--- config.mk ---
export PLATFORM = sky130hd
export DESIGN_NAME = tlb_op_ctrl
export DESIGN_NICKNAME = d
export VERILOG_FILES = /design/src/rtl/tlb_op_ctrl.sv
export SDC_FILE = /design/constraint.sdc
export NUM_CORES = 1
export LEC_CHECK = 0
export BUFFER_PORTS_ARGS = -buffer_cell sky130_fd_sc_hd__buf_2
export CORE_AREA = 5 5 187 189
export DETAILED_ROUTE_END_ITERATION = 8
export DIE_AREA = 0 0 192 194
export GPL_ROUTABILITY_DRIVEN = 0
export PLACE_DENSITY = 0.69
export SYNTH_ARGS = -nofsm -noshare
export SYNTH_HDL_FRONTEND = slang
export SYNTH_SLANG_ARGS = --single-unit
export TNS_END_PERCENT = 20
--- constraint.sdc ---
create_clock -name clk -period 1.85 [get_ports clk]
set_input_delay 0.2775 -clock clk [delete_from_list [all_inputs] [get_ports clk]]
set_output_delay 0.2775 -clock clk [all_outputs]
set_load 0.01 [all_outputs]
--- src/rtl/tlb_op_ctrl.sv ---
`default_nettype none
// ============================================================================
// Module   : tlb_op_ctrl
// Purpose  : Sequences TLBSRCH/TLBRD/TLBWR/TLBFILL/INVTLB against a 2-port TLB
//            and returns CSR update values with a one-cycle done pulse.
// Revision : 1.0
// ============================================================================
module tlb_op_ctrl #(
    parameter int  TLBNUM = 16,
    localparam int IW     = $clog2(TLBNUM)
) (
    input  logic          clk,
    input  logic          resetn,

    input  logic          req_valid,
    output logic          req_ready,
    input  logic [2:0]    req_op,
    input  logic [4:0]    req_inv_op,
    input  logic [9:0]    req_inv_asid,
    input  logic [18:0]   req_inv_vppn,

    input  logic [9:0]    csr_asid,
    input  logic [18:0]   csr_ehi_vppn,
    input  logic [IW-1:0] csr_idx_index,
    input  logic [5:0]    csr_idx_ps,
    input  logic          csr_idx_ne,
    input  logic [26:0]   csr_elo0,
    input  logic [26:0]   csr_elo1,

    output logic          done,
    output logic          idx_we,
    output logic          idx_ne,
    output logic [IW-1:0] idx_index,
    output logic [5:0]    idx_ps,
    output logic          rd_we,
    output logic [18:0]   rd_vppn,
    output logic [9:0]    rd_asid,
    output logic [26:0]   rd_elo0,
    output logic [26:0]   rd_elo1,

    input  logic [18:0]   mem_s1_vppn,
    input  logic          mem_s1_va_bit12,
    input  logic [9:0]    mem_s1_asid,
    output logic          mem_stall,
    output logic [18:0]   s1_vppn,
    output logic          s1_va_bit12,
    output logic [9:0]    s1_asid,
    input  logic          s1_found,
    input  logic [IW-1:0] s1_index,

    output logic          tlb_we,
    output logic [IW-1:0] w_index,
    output logic          w_e,
    output logic [18:0]   w_vppn,
    output logic [5:0]    w_ps,
    output logic [9:0]    w_asid,
    output logic          w_g,
    output logic [25:0]   w_lo0,
    output logic [25:0]   w_lo1,

    output logic [IW-1:0] r_index,
    input  logic          r_e,
    input  logic [18:0]   r_vppn,
    input  logic [5:0]    r_ps,
    input  logic [9:0]    r_asid,
    input  logic          r_g,
    input  logic [25:0]   r_lo0,
    input  logic [25:0]   r_lo1,

    output logic          invtlb_valid,
    output logic [4:0]    invtlb_op
);

    typedef enum logic [1:0] {
        ST_IDLE = 2'd0,
        ST_EXEC = 2'd1,
        ST_DONE = 2'd2
    } state_t;

    localparam logic [2:0] c_op_srch   = 3'd0;
    localparam logic [2:0] c_op_rd     = 3'd1;
    localparam logic [2:0] c_op_wr     = 3'd2;
    localparam logic [2:0] c_op_fill   = 3'd3;
    localparam logic [2:0] c_op_inv    = 3'd4;
    localparam logic [4:0] c_inv_max   = 5'd6;
    localparam logic [IW-1:0] c_fill_last = IW'(TLBNUM - 1);

    state_t        r_state;
    state_t        w_state_nxt;
    logic          w_accept;

    // Operands frozen at accept so CSR writes in flight cannot disturb the op
    logic [2:0]    r_lat_op;
    logic [4:0]    r_lat_inv_op;
    logic [9:0]    r_lat_inv_asid;
    logic [18:0]   r_lat_inv_vppn;
    logic [9:0]    r_lat_asid;
    logic [18:0]   r_lat_ehi_vppn;
    logic [IW-1:0] r_lat_idx_index;
    logic [5:0]    r_lat_idx_ps;
    logic          r_lat_idx_ne;
    logic [26:0]   r_lat_elo0;
    logic [26:0]   r_lat_elo1;

    logic          r_res_ne;
    logic [IW-1:0] r_res_index;
    logic [5:0]    r_res_ps;
    logic [18:0]   r_rd_vppn;
    logic [9:0]    r_rd_asid;
    logic [26:0]   r_rd_elo0;
    logic [26:0]   r_rd_elo1;

    logic [IW-1:0] r_fill_ptr;

    logic          w_in_exec;
    logic          w_in_done;

    assign w_accept  = req_valid && (r_state == ST_IDLE);
    assign w_in_exec = (r_state == ST_EXEC);
    assign w_in_done = (r_state == ST_DONE);

    always_ff @(posedge clk or negedge resetn) begin
        if (!resetn) begin
            r_state <= ST_IDLE;
        end else begin
            r_state <= w_state_nxt;
        end
    end

    always_comb begin
        w_state_nxt  = r_state;
        req_ready    = 1'b0;
        done         = 1'b0;
        idx_we       = 1'b0;
        rd_we        = 1'b0;
        tlb_we       = 1'b0;
        invtlb_valid = 1'b0;
        mem_stall    = 1'b0;
        s1_vppn      = mem_s1_vppn;
        s1_va_bit12  = mem_s1_va_bit12;
        s1_asid      = mem_s1_asid;
        case (r_state)
            ST_IDLE: begin
                req_ready = 1'b1;
                if (w_accept) begin
                    w_state_nxt = ST_EXEC;
                end
            end
            ST_EXEC: begin
                w_state_nxt = ST_DONE;
                case (r_lat_op)
                    c_op_srch: begin
                        mem_stall   = 1'b1;
                        s1_vppn     = r_lat_ehi_vppn;
                        s1_asid     = r_lat_asid;
                        s1_va_bit12 = 1'b0;
                    end
                    c_op_wr, c_op_fill: begin
                        tlb_we = 1'b1;
                    end
                    c_op_inv: begin
                        mem_stall    = 1'b1;
                        s1_vppn      = r_lat_inv_vppn;
                        s1_asid      = r_lat_inv_asid;
                        s1_va_bit12  = 1'b0;
                        invtlb_valid = (r_lat_inv_op <= c_inv_max);
                    end
                    default: ;
                endcase
            end
            ST_DONE: begin
                w_state_nxt = ST_IDLE;
                done        = 1'b1;
                idx_we      = (r_lat_op == c_op_srch) || (r_lat_op == c_op_rd);
                rd_we       = (r_lat_op == c_op_rd);
            end
            default: begin
                w_state_nxt = ST_IDLE;
            end
        endcase
    end

    always_ff @(posedge clk or negedge resetn) begin
        if (!resetn) begin
            r_lat_op        <= '0;
            r_lat_inv_op    <= '0;
            r_lat_inv_asid  <= '0;
            r_lat_inv_vppn  <= '0;
            r_lat_asid      <= '0;
            r_lat_ehi_vppn  <= '0;
            r_lat_idx_index <= '0;
            r_lat_idx_ps    <= '0;
            r_lat_idx_ne    <= 1'b0;
            r_lat_elo0      <= '0;
            r_lat_elo1      <= '0;
        end else if (w_accept) begin
            r_lat_op        <= req_op;
            r_lat_inv_op    <= req_inv_op;
            r_lat_inv_asid  <= req_inv_asid;
            r_lat_inv_vppn  <= req_inv_vppn;
            r_lat_asid      <= csr_asid;
            r_lat_ehi_vppn  <= csr_ehi_vppn;
            r_lat_idx_index <= csr_idx_index;
            r_lat_idx_ps    <= csr_idx_ps;
            r_lat_idx_ne    <= csr_idx_ne;
            r_lat_elo0      <= csr_elo0;
            r_lat_elo1      <= csr_elo1;
        end
    end

    // Search and read results are sampled on the last edge of EXEC
    always_ff @(posedge clk or negedge resetn) begin
        if (!resetn) begin
            r_res_ne    <= 1'b0;
            r_res_index <= '0;
            r_res_ps    <= '0;
            r_rd_vppn   <= '0;
            r_rd_asid   <= '0;
            r_rd_elo0   <= '0;
            r_rd_elo1   <= '0;
        end else if (w_in_exec) begin
            if (r_lat_op == c_op_srch) begin
                r_res_ne    <= ~s1_found;
                r_res_index <= s1_found ? s1_index : r_lat_idx_index;
                r_res_ps    <= r_lat_idx_ps;
            end else if (r_lat_op == c_op_rd) begin
                r_res_index <= r_lat_idx_index;
                if (r_e) begin
                    r_res_ne  <= 1'b0;
                    r_res_ps  <= r_ps;
                    r_rd_vppn <= r_vppn;
                    r_rd_asid <= r_asid;
                    r_rd_elo0 <= {r_lo0[25:6], r_g, r_lo0[5:0]};
                    r_rd_elo1 <= {r_lo1[25:6], r_g, r_lo1[5:0]};
                end else begin
                    r_res_ne  <= 1'b1;
                    r_res_ps  <= '0;
                    r_rd_vppn <= '0;
                    r_rd_asid <= '0;
                    r_rd_elo0 <= '0;
                    r_rd_elo1 <= '0;
                end
            end
        end
    end

    always_ff @(posedge clk or negedge resetn) begin
        if (!resetn) begin
            r_fill_ptr <= '0;
        end else if (w_in_exec && (r_lat_op == c_op_fill)) begin
            r_fill_ptr <= (r_fill_ptr == c_fill_last) ? '0 : r_fill_ptr + IW'(1);
        end
    end

    assign idx_ne    = r_res_ne;
    assign idx_index = r_res_index;
    assign idx_ps    = r_res_ps;
    assign rd_vppn   = r_rd_vppn;
    assign rd_asid   = r_rd_asid;
    assign rd_elo0   = r_rd_elo0;
    assign rd_elo1   = r_rd_elo1;

    // Entry write fields: the global bit is shared by both pages of the pair
    assign w_index = (r_lat_op == c_op_fill) ? r_fill_ptr : r_lat_idx_index;
    assign w_e     = ~r_lat_idx_ne;
    assign w_vppn  = r_lat_ehi_vppn;
    assign w_ps    = r_lat_idx_ps;
    assign w_asid  = r_lat_asid;
    assign w_g     = r_lat_elo0[6] & r_lat_elo1[6];
    assign w_lo0   = {r_lat_elo0[26:7], r_lat_elo0[5:0]};
    assign w_lo1   = {r_lat_elo1[26:7], r_lat_elo1[5:0]};

    assign r_index   = r_lat_idx_index;
    assign invtlb_op = r_lat_inv_op;

    logic w_unused;
    assign w_unused = w_in_done;

endmodule
`default_nettype wire

* Word-level counts from Yosys, hierarchy flattened
Cells that the tools add are included.
** Word-level totals
- Register bits after elaboration :: 231
- Input bits :: 258
- Output and inout port bits :: 233
- Word-level logic and storage cells :: 77
** Cells by class
- Add/sub/neg operators :: 1
- Order comparisons :: 1
- Equality and inequality tests :: 8
- Muxes and demuxes :: 33
- Bitwise operators :: 4
- Reduce and logical (&&, ||, !) cells :: 10
** Operator list (count)
- $mux 27 :: 2
- $mux 19 :: 2
- $pmux 19 s2 :: 1
- $mux 10 :: 2
- $mux 4 :: 5
- $pmux 10 s2 :: 1
- $mux 6 :: 3
- $mux 1 :: 15
- $eq 3x2->1 const B :: 2
- $le 5x3->1 const B :: 1
- $add 4x1->4 const B :: 1
- $eq 4x4->1 const B :: 1
- $pmux 2 s2 :: 1
- $reduce_or 2->1 :: 2
- $eq 3x1->1 const B :: 1
- $eq 3x3->1 const B :: 1
- $logic_not 3->1 :: 1
- $not 1->1 :: 3
- $reduce_and 3->1 :: 1
- $eq 2x1->1 const B :: 1
- $eq 2x2->1 const B :: 1
- $logic_and 1x1->1 :: 2
- $logic_not 2->1 :: 1
- $mux 2 :: 1
- other kinds (5) :: 5

* Logic depth before layout (Yosys ltp)
Gate-level depths: netlist of run 1.
- Depth in word-level cells :: 4
- Mapped depth :: 6
- Depth with buffers taken out :: 4

* Worst setup path after synthesis of run 1
OpenSTA, ideal clock, no wires.
- Kind :: register to output
- Start point :: register r_lat_op[1]
- End point :: output port invtlb_valid
- Data arrival time :: 1.457 ns
- Data required time :: 1.572 ns
- Setup slack :: 0.116 ns
- Stages on the path, launching flop included :: 6
- Path buffers :: 2
- Cell sequence :: dfrtp_1 > buf_2 > nor4b_4 > buf_2 > nand3_1 > a31oi_1
** On the way
- Word-level cells in the longest chain between the ends :: 3
** Ends and longest elaborated chain
- from (decl) :: line 93 : logic [2:0] r_lat_op;
- from (signal assigned) :: line 197 : r_lat_op <= req_op;
- $eq 3x3->1 :: line 151 : case (r_lat_op)
- $mux 1 :: line 151
- $mux 1 :: line 142 : case (r_state)
- to (decl) :: line 70 : output logic invtlb_valid,
No other way between the ends.

* Final worst setup path of run 1
- Start point :: register r_lat_op[1]
- End point :: output port s1_asid[4]
** On the way
- Word-level cells in the longest chain between the ends :: 3
- Elaborated cells between the ends (all ways) :: 4
- Those cells by class :: 1 x eq/ne; 2 x mux; 1 x reduce/logical
** Ends and longest elaborated chain
- $eq 3x3->1 or $logic_not 3->1 (tied branches) :: line 151
- $pmux 10 s2 (*) :: line 151
- $mux 10 (*) :: line 142
- to (decl) :: line 47 : output logic [9:0] s1_asid,
Every way passes the cells marked *; elsewhere a longest branch is shown, timed or not.

==> impl_summary.txt, run 1 <==
----------------------------------------------------
[STA]
  Slew of the pin with the lowest slew margin ... approximately 0.55 ns
  Share of the clock period used by the worst path ... 128%
  Worst-case headroom to the max-slew limit ... 63.5%
  Final setup vio count ... 38
  Final Critical Period ... 2.37 ns
  RSZ-0062 raised after global routing ... yes
  Pins Over Slew Limit ... 0
  Fmax ... 422 MHz
  Setup skew after layout ... ~0.009 ns
  Smallest setup slack after layout ... -0.522 ns
  Total count of hold-check failures in the final report ... 0

[Route]
  Total length of routed wires ... 37.8 mm
  Number of violations reported at the end of detailed-routing iteration 0 ... 288
  Total vias in the final route ... ~9,100
  Routed Antenna Nets ... 0
  Remaining routing DRC violations ... 0
  Final routed wire length divided by cell count ... approximately 19 um
  Detailed-router iteration count before antenna repair ... 5
  Average vias per placed instance ... approximately 4.6

[Worst setup path]
  Worst EP required ... 1.57 ns
  Critical Path Start ... r_lat_op[1]$_DFFE_PN0P_
  Path type of the worst setup path ... reg -> out
  Kind of start point of the critical path ... flip-flop
  Setup slack of the worst register-to-register path ... about 0.080 ns
  Critical R2R Launch ... r_lat_op[2]$_DFFE_PN0P_
  Maximum fanout along the worst path ... 8
  Kind of capture point of the worst setup path ... output port
  CP arrival ... 2.09 ns

[Global route]
  Largest net degree at the start of global routing ... 55
  Initial antenna violation count ... 2
  All-layer global routing usage ... approximately a fifth
  Via count of the first global-routing pass ... 10,100
  Global route overflow ... 0
  Wire length of the first global-routing pass ... roughly 56 mm

[Floorplan]
  Cell Rows ... 67
  Effective utilization at floorplan ... approximately 32%
  Floorplan core area ... ~33,000 um2
  Height of the die ... ~190 um
  I/O pin count ... 491
  Die outline width ... 192 um
  Die Footprint ... 37,200 um2

[Clock tree]
  Number of clock sinks ... 230
  Root buf cell ... sky130_fd_sc_hd__clkbuf_16
  Clock insertion delay at the later pin of the skew report ... 0.52 ns
  Num CTS Buffers ... 26
  Clock-pin transition on the worst setup and hold timing paths ... ~0.06 ns
  CTS H-tree depth ... 1
  CTS tree ... done
  Max Buffers Root-to-Sink ... 3

[Yosys]
  Number of distinct library cells after synthesis ... 28
  Yosys warning count ... 0
  Synth Cell Area ... 10,700 um2
  Post-synthesis simple-gate area fraction ... 6.47%
  Sequential cell area fraction in the yosys report ... between 50 and 60%
  Number of storage elements in the synthesis netlist ... between 200 and 250
  Compound-cell area share of the yosys netlist ... under 10%
  Gate count after technology mapping ... 873
  Fraction of synthesized area in multiplexers ... between 20% and 30%
  Syn Nets ... roughly 1,100
  Adder and majority cell fraction of the synthesized area ... less than 1%
  XOR/XNOR Fraction of Synth Area ... 0.0817%
  Main combinational cell family by area after synthesis ... multiplexers
  Average cell area after synthesis ... about 12 um2

[Finish]
  # fillers ... about 2,700
  Layout cells sized above 1 ... a little under 50%
  # nets final ... around 1,800
  Area grow syn2layout ... 55.0%
  Design area ... around 17,000 um2
  Final core utilization ... ~50%

[Place]
  Post-DP Area ... about 14,000 um2
  Post-place setup slack ... -0.124 ns
  Detailed-placement wirelength estimate ... 25.6 mm
  Port bufs ... between 400 and 500

[Pwr]
  Max rail drop VDD ... around 0.00078 V
  Cell area power density ... roughly 1200 nW/um2
  Leakage power summed over all cells ... between 8 and 9 nW
  PnR Total Power ... roughly 20 mW

[Status]
  Violated checks ... negative setup slack
  Result of the run ... complete, but fails checks

[Run]
  Number of maximum-capacitance constraint violations ... 0

[Hold path]
  Min-delay worst type ... in -> reg
  Origin of the worst min-delay path ... r_vppn[12]

----------------------------------------------------
==> metal layers <==
layer	part of all wire [%]	vias to the layer above	GRT usage (%)
li1	-	4142	-
met1	38	4433	21.8
met2	51	451	34.5
met3	7.6	95	3.71
met4	4.2	0	7.26
met5	0	-	0
==> Yosys cell counts (all sizes together) <==
library cell | number | area (um2)
nand3b | 7 | 52.6
a32o | 1 | 10.0
dfrtp | 230 | 5760
nor2b | 4 | 25.0
xor2 | 1 | 8.76
ha | 1 | 12.5
nand2b | 1 | 6.26
clkbuf | 19 | 71.3
nor4b | 3 | 47.5
nand2 | 90 | 338
mux2 | 138 | 1850
mux2i | 116 | 1160
nand3 | 1 | 5.00
nor3 | 3 | 15.0
a31oi | 8 | 50.1
nor3b | 1 | 7.51
or4b | 1 | 10.0
and2 | 4 | 25.0
inv | 84 | 315
a21oi | 34 | 170
buf | 83 | 623
nor2 | 43 | 161
==> worst max-delay path, stage by stage, from the launching register on <==
cell and delay [ns]:
sky130_fd_sc_hd__dfrtp_1 0.40, sky130_fd_sc_hd__nor4b_4 0.28, sky130_fd_sc_hd__buf_6 0.17, sky130_fd_sc_hd__buf_12 0.15, sky130_fd_sc_hd__buf_6 0.14, sky130_fd_sc_hd__nor2_1 0.07, sky130_fd_sc_hd__a21oi_1 0.18, sky130_fd_sc_hd__buf_2 0.17
==> flip-flops by register name (all words and copies together), names as in the netlist, 6 cells and up <==
signal / cells
w_asid: 10
w_ps: 6
w_vppn: 19
r_lat_elo0: 27
idx_ps: 6
rd_asid: 10
rd_elo0: 27
rd_elo1: 26
r_lat_inv_asid: 10
rd_vppn: 19
r_lat_elo1: 27
r_lat_inv_vppn: 19
==> logic make-up after synthesis <==
group | count (synthesis)
compound gates | 43
xor+xnor | 1
fa+ha+maj | 1
buf+inv | 186
flops | 230
mux | 254
simple gates | 158
==> cell type report <==
type	count	area (um2)	area share, %
well taps	448	561	3.37
multi-input cells	457	4110	24.7
clock buffers	39	761	4.58
inverters	84	315	1.90
clock inverters	2	35.0	0.211
diodes	2	5.00	0.0301
repair buffers	736	5070	30.5
flip-flops and latches	230	5760	34.7
==> metrics by stage <==
stage	instances	setup TNS [ns]	hold slack [ns]
global route	1998	-18.10	0.00934
finish	1998	-14.49	0.0255
global placement	1764	-0.121	0.259
detailed placement	1764	-0.124	0.260
floorplan	873	0	-0.0181
CTS	1986	-15.70	0.0000452
==> cells in the final DEF, fill, tap and decap left out, types with 18 or more instances in the layout <==
| cell | Yosys | layout |
|---|---|---|
| sky130_fd_sc_hd__dlygate4sd3_1 | 0 | 174 |
| sky130_fd_sc_hd__mux2_2 | 59 | 59 |
| sky130_fd_sc_hd__nor2_1 | 43 | 32 |
| sky130_fd_sc_hd__mux2i_1 | 116 | 113 |
| sky130_fd_sc_hd__buf_4 | 61 | 43 |
| sky130_fd_sc_hd__inv_1 | 84 | 84 |
| sky130_fd_sc_hd__mux2_4 | 79 | 79 |
| sky130_fd_sc_hd__clkbuf_16 | 0 | 28 |
| sky130_fd_sc_hd__dfrtp_1 | 230 | 228 |
| sky130_fd_sc_hd__nand2_1 | 90 | 89 |
| sky130_fd_sc_hd__buf_2 | 12 | 487 |
| sky130_fd_sc_hd__a21oi_1 | 34 | 24 |
| sky130_fd_sc_hd__buf_12 | 0 | 18 |
==> final timing paths <==
kind | to | cells after the start
setup / recovery | s1_asid[4] | 7
hold / removal | rd_vppn[12]$_DFFE_PN0P_ | 3
setup reg to reg | r_fill_ptr[3]$_DFFE_PN0P_ | 4
hold reg to reg | r_lat_elo0[21]$_DFFE_PN0P_ | 1
max in group asynchronous | r_state[1]$_DFFE_PN0P_ | 3
min in group asynchronous | w_vppn[11]$_DFFE_PN0P_ | 2
==> power breakdown <==
part / internal, mW / total, mW / switching, mW
clock: 2.93 / 4.95 / 2.01
combinational: 3.72 / 7.38 / 3.66
sequential: 6.85 / 8.07 / 1.22
==> repair_timing <==
action / 4_1_cts / 5_1_grt
endpoints found under the setup margin: 39 / 71
hold buffers: 173 / 1
pin swaps: 1 / 2
gates resized for setup: 26 / 27
gates cloned: 3 / 1
hold endpoints to repair: 217 / 1
setup buffers: 5 / 9
(Power assumes the default switching activity.)
==> run 2: changes to the inputs <==
ABC_AREA = 1   (was default)
GPL_TIMING_DRIVEN = 0   (was default)
TNS_END_PERCENT = default   (was 20)
==> run 2 against run 1 <==
The flow still finishes with violations (negative setup slack); synthesized area increased by 0.43%; clock-buffer cell count increased by 1; worst setup slack gained 0.17 ns; clock skew up 0.0030 ns; global-route usage increased by 2.8 points; via count increased by 26%; critical path depth rose by 1; final cell count grew 25%; worst hold slack got worse by 0.010 ns; clock power grew 5.1%; die area did not move; sequential power down 3.2%; critical path type unchanged; largest cell class unchanged.
==> impl_summary.txt, run 2 <==
----------------------------------------------------
[Status]
  Result of the run ... complete, but fails checks
  Violated checks ... negative setup slack

[STA]
  Pins Over Slew Limit ... 0
  RSZ-0062 raised after global routing ... yes
  Fmax ... between 400 and 500 MHz
  Total count of hold-check failures in the final report ... 0
  Final Critical Period ... approximately 2.2 ns
  Smallest setup slack after layout ... -0.355 ns
  Slew of the pin with the lowest slew margin ... 0.609 ns
  Final setup vio count ... 39
  Share of the clock period used by the worst path ... 119%
  Setup total negative slack ... -10.49 ns
  Worst-case headroom to the max-slew limit ... between 50 and 60%
  Setup skew after layout ... ~0.012 ns

[Worst setup path]
  Maximum fanout along the worst path ... 6
  R2r worst-path depth ... 6
  Slowest stage cell, crit path ... sky130_fd_sc_hd__dfrtp_2
  Path type of the worst setup path ... reg -> out
  Critical Path Start ... r_lat_op[1]$_DFFE_PN0P_
  Kind of start point of the critical path ... flip-flop
  FF-to-FF End ... r_lat_inv_asid[5]$_DFFE_PN0P_
  Setup slack of the worst register-to-register path ... between 0.1 and 0.15 ns
  Capturing instance or port of the critical path ... s1_asid[0]
  CP arrival ... 1.93 ns
  Kind of capture point of the worst setup path ... output port
  Critical R2R Launch ... r_state[0]$_DFFE_PN0P_
  Worst EP required ... 1.57 ns
  Cells along the critical path ... nor2_4, buf_12, buf_12, nand3_2, nand2_2, nand2_2, nand2_1, buf_2
  Delay of the slowest cell on the worst path ... between 0.4 and 0.5 ns

[Route]
  Detailed-router iteration count before antenna repair ... 5
  Total vias in the final route ... approximately 12,000
  Final routed wire length divided by cell count ... ~17 um
  Routed Antenna Nets ... 0
  Remaining routing DRC violations ... 0
  Total length of routed wires ... 43.2 mm
  Number of violations reported at the end of detailed-routing iteration 0 ... around 420
  Average vias per placed instance ... 4.60

[Finish]
  Final core utilization ... 52.1%
  Commonest non-fill, non-tap cells in the layout ... sky130_fd_sc_hd__nand2_1 (706), sky130_fd_sc_hd__buf_2 (502), sky130_fd_sc_hd__dfrtp_1 (228), sky130_fd_sc_hd__dlygate4sd3_1 (196), sky130_fd_sc_hd__o21ai_2 (80)
  # fillers ... 2,905
  Layout cells sized above 1 ... 38.8%
  Leading cell type in the layout, fill and taps excluded ... sky130_fd_sc_hd__nand2_1
  Area grow syn2layout ... 60.3%
  # nets final ... 2,299

[Global route]
  Initial antenna violation count ... 4
  Global route overflow ... 0
  Via count of the first global-routing pass ... between 10,000 and 15,000
  All-layer global routing usage ... 21.8%
  Largest net degree at the start of global routing ... slightly above 100
  Wire length of the first global-routing pass ... between 60 and 70 mm

[Yosys]
  Number of flops mapped to enable cells by yosys ... 0
  Most numerous cell types in the synthesized netlist ... sky130_fd_sc_hd__nand2_1 (723), sky130_fd_sc_hd__dfrtp_1 (230), sky130_fd_sc_hd__o21ai_2 (80), sky130_fd_sc_hd__nand3_1 (74), sky130_fd_sc_hd__buf_4 (67)
  Commonest register cell after synthesis ... sky130_fd_sc_hd__dfrtp_1
  Syn Nets ... ~1,600
  Proportion of register bits with asynchronous set or reset after synthesis ... 100%
  Top post-synthesis cells by area ... sky130_fd_sc_hd__dfrtp_1 (53%), sky130_fd_sc_hd__nand2_1 (25%), sky130_fd_sc_hd__o21ai_2 (6.5%)
  Average cell area after synthesis ... 8.23 um2
  Yosys warning count ... 0
  Biggest area consumer among synthesized cells ... sky130_fd_sc_hd__dfrtp_1
  Gate count after technology mapping ... ~1,300
  Portion of synthesized cell area occupied by the leading cell type ... approximately 53%
  Most common cell in the netlist ... sky130_fd_sc_hd__nand2_1
  Number of distinct library cells after synthesis ... 24
  Synth Cell Area ... 10,800 um2
  Number of storage elements in the synthesis netlist ... 230
  Sequential cell area fraction in the yosys report ... 53.5%

[Floorplan]
  Floorplan core area ... 33,100 um2
  I/O pin count ... 491
  Die outline width ... about 190 um
  Height of the die ... roughly 190 um
  Effective utilization at floorplan ... about 33%
  Die Footprint ... approximately 37,000 um2
  Cell Rows ... 67

[Clock tree]
  Clock insertion delay at the later pin of the skew report ... between 0.5 and 0.6 ns
  Clock-pin transition on the worst setup and hold timing paths ... approximately 0.06 ns
  Root buf cell ... sky130_fd_sc_hd__clkbuf_16
  Num CTS Buffers ... 27
  CTS H-tree depth ... 1
  CTS tree ... done
  Max Buffers Root-to-Sink ... 3
  Number of clock sinks ... between 200 and 250

[Place]
  Port bufs ... 489
  Detailed-placement wirelength estimate ... around 30 mm
  Post-place setup slack ... -0.395 ns

[Pwr]
  Max rail drop VDD ... slightly below 0.0008 V
  PnR Total Power ... ~21 mW
  Switching pwr ... 7.69 mW
  Proportion of power drawn by combinational gates ... between 30 and 40%
  Sw Share ... 36.3%
  Share of total power in the clock network ... around 25%
  Cell area power density ... 1230 nW/um2
  Leakage power summed over all cells ... around 9.5 nW
  Internal power ... ~13 mW
  Sequential Power Share ... between 30% and 40%

[Run]
  Number of maximum-capacitance constraint violations ... 0

[Hold path]
  Min-delay worst type ... in -> reg

----------------------------------------------------
-- run 2: power groups by stage --
| stage | registers, mW | clock network (mW) | logic (mW) |
|---|---|---|---|
| after floorplan | 8.25 | 0 | 3.44 |
| after global placement | 7.74 | 0 | 7.08 |
| after detailed placement | 7.80 | 0 | 7.21 |
| after CTS | 7.74 | 5.33 | 7.92 |
| after global routing | 8.00 | 5.52 | 8.88 |
| final | 7.81 | 5.20 | 8.16 |
-- run 2: metal layers --
metal | wire [um] | GRT usage (%)
met3 | 3090 | 4.36
met2 | 21400 | 38.9
met4 | 2150 | 9.56
met5 | 14 | 0
met1 | 16500 | 25.1
-- run 2: cells by family (layout without fill, tap and decap cells) --
logic type | after synthesis | after routing | share of synthesized area (%)
and+or+nand+nor | 819 | 819 | 29.8
DFF | 230 | 230 | 53.5
other | 0 | 2 | 0
buffers and inverters | 161 | 909 | 9.21
AOI/OAI and AO/OA | 97 | 97 | 7.30
adders and majority gates | 1 | 1 | 0.116
xor gates and xnor gates | 1 | 1 | 0.0814
-- run 2: cell type report --
type / instances / area, um2 / share of cell area, %
Antenna cell: 2 / 5.00 / 0.0290
Buffer: 132 / 1010 / 5.87
Clock buffer: 40 / 805 / 4.66
Clock inverter: 6 / 61.3 / 0.355
Inverter: 29 / 131 / 0.761
Multi-Input combinational cell: 918 / 4240 / 24.5
Sequential cell: 230 / 5760 / 33.4
Tap cell: 448 / 561 / 3.25
Timing Repair Buffer: 702 / 4690 / 27.2
-- run 2: worst min path at each step --
stage               slack, ns                        to  depth (start not counted)                    start
global route            0.006   rd_elo1[11]$_DFFE_PN0P_                          3                r_lo1[10]
detailed placement       0.26   rd_elo1[17]$_DFFE_PN0P_                          1                   resetn
global placement         0.46   rd_elo1[23]$_DFFE_PN0P_                          2  rd_elo1[23]$_DFFE_PN0P_
CTS                     0.001   rd_elo0[17]$_DFFE_PN0P_                          3                r_lo0[16]
finish                   0.02   rd_elo1[11]$_DFFE_PN0P_                          3                r_lo1[10]
floorplan               -0.02  idx_index[0]$_DFFE_PN0P_                          0                   resetn
-- run 2: critical path, delay by kind of cell, from the launching register on --
kind / cells / cell delay [ns]
flip-flops: 1 / 0.43
AND/OR/NAND/NOR: 5 / 0.51
buffers and inverters: 3 / 0.45
-- run 2: what timing repair did --
action	CTS	global route
pin swaps	14	30
cloned	3	2
setup endpoints to repair	45	42
hold buffers	196	0
buffers inserted	5	5
endpoints found under the hold margin	265	0
gates resized for setup	78	43
-- run 2: stage by stage --
step / std cells / instance area (um2) / hold WS (ns)
3_5_place_dp: 2248 / 13800 / 0.261
4_1_cts: 2498 / 17000 / 0.00103
6_report: 2507 / 17300 / 0.0153
2_1_floorplan: 1309 / 10800 / -0.0181
3_3_place_gp: 2246 / 13800 / 0.458
5_1_grt: 2507 / 17300 / 0.00571
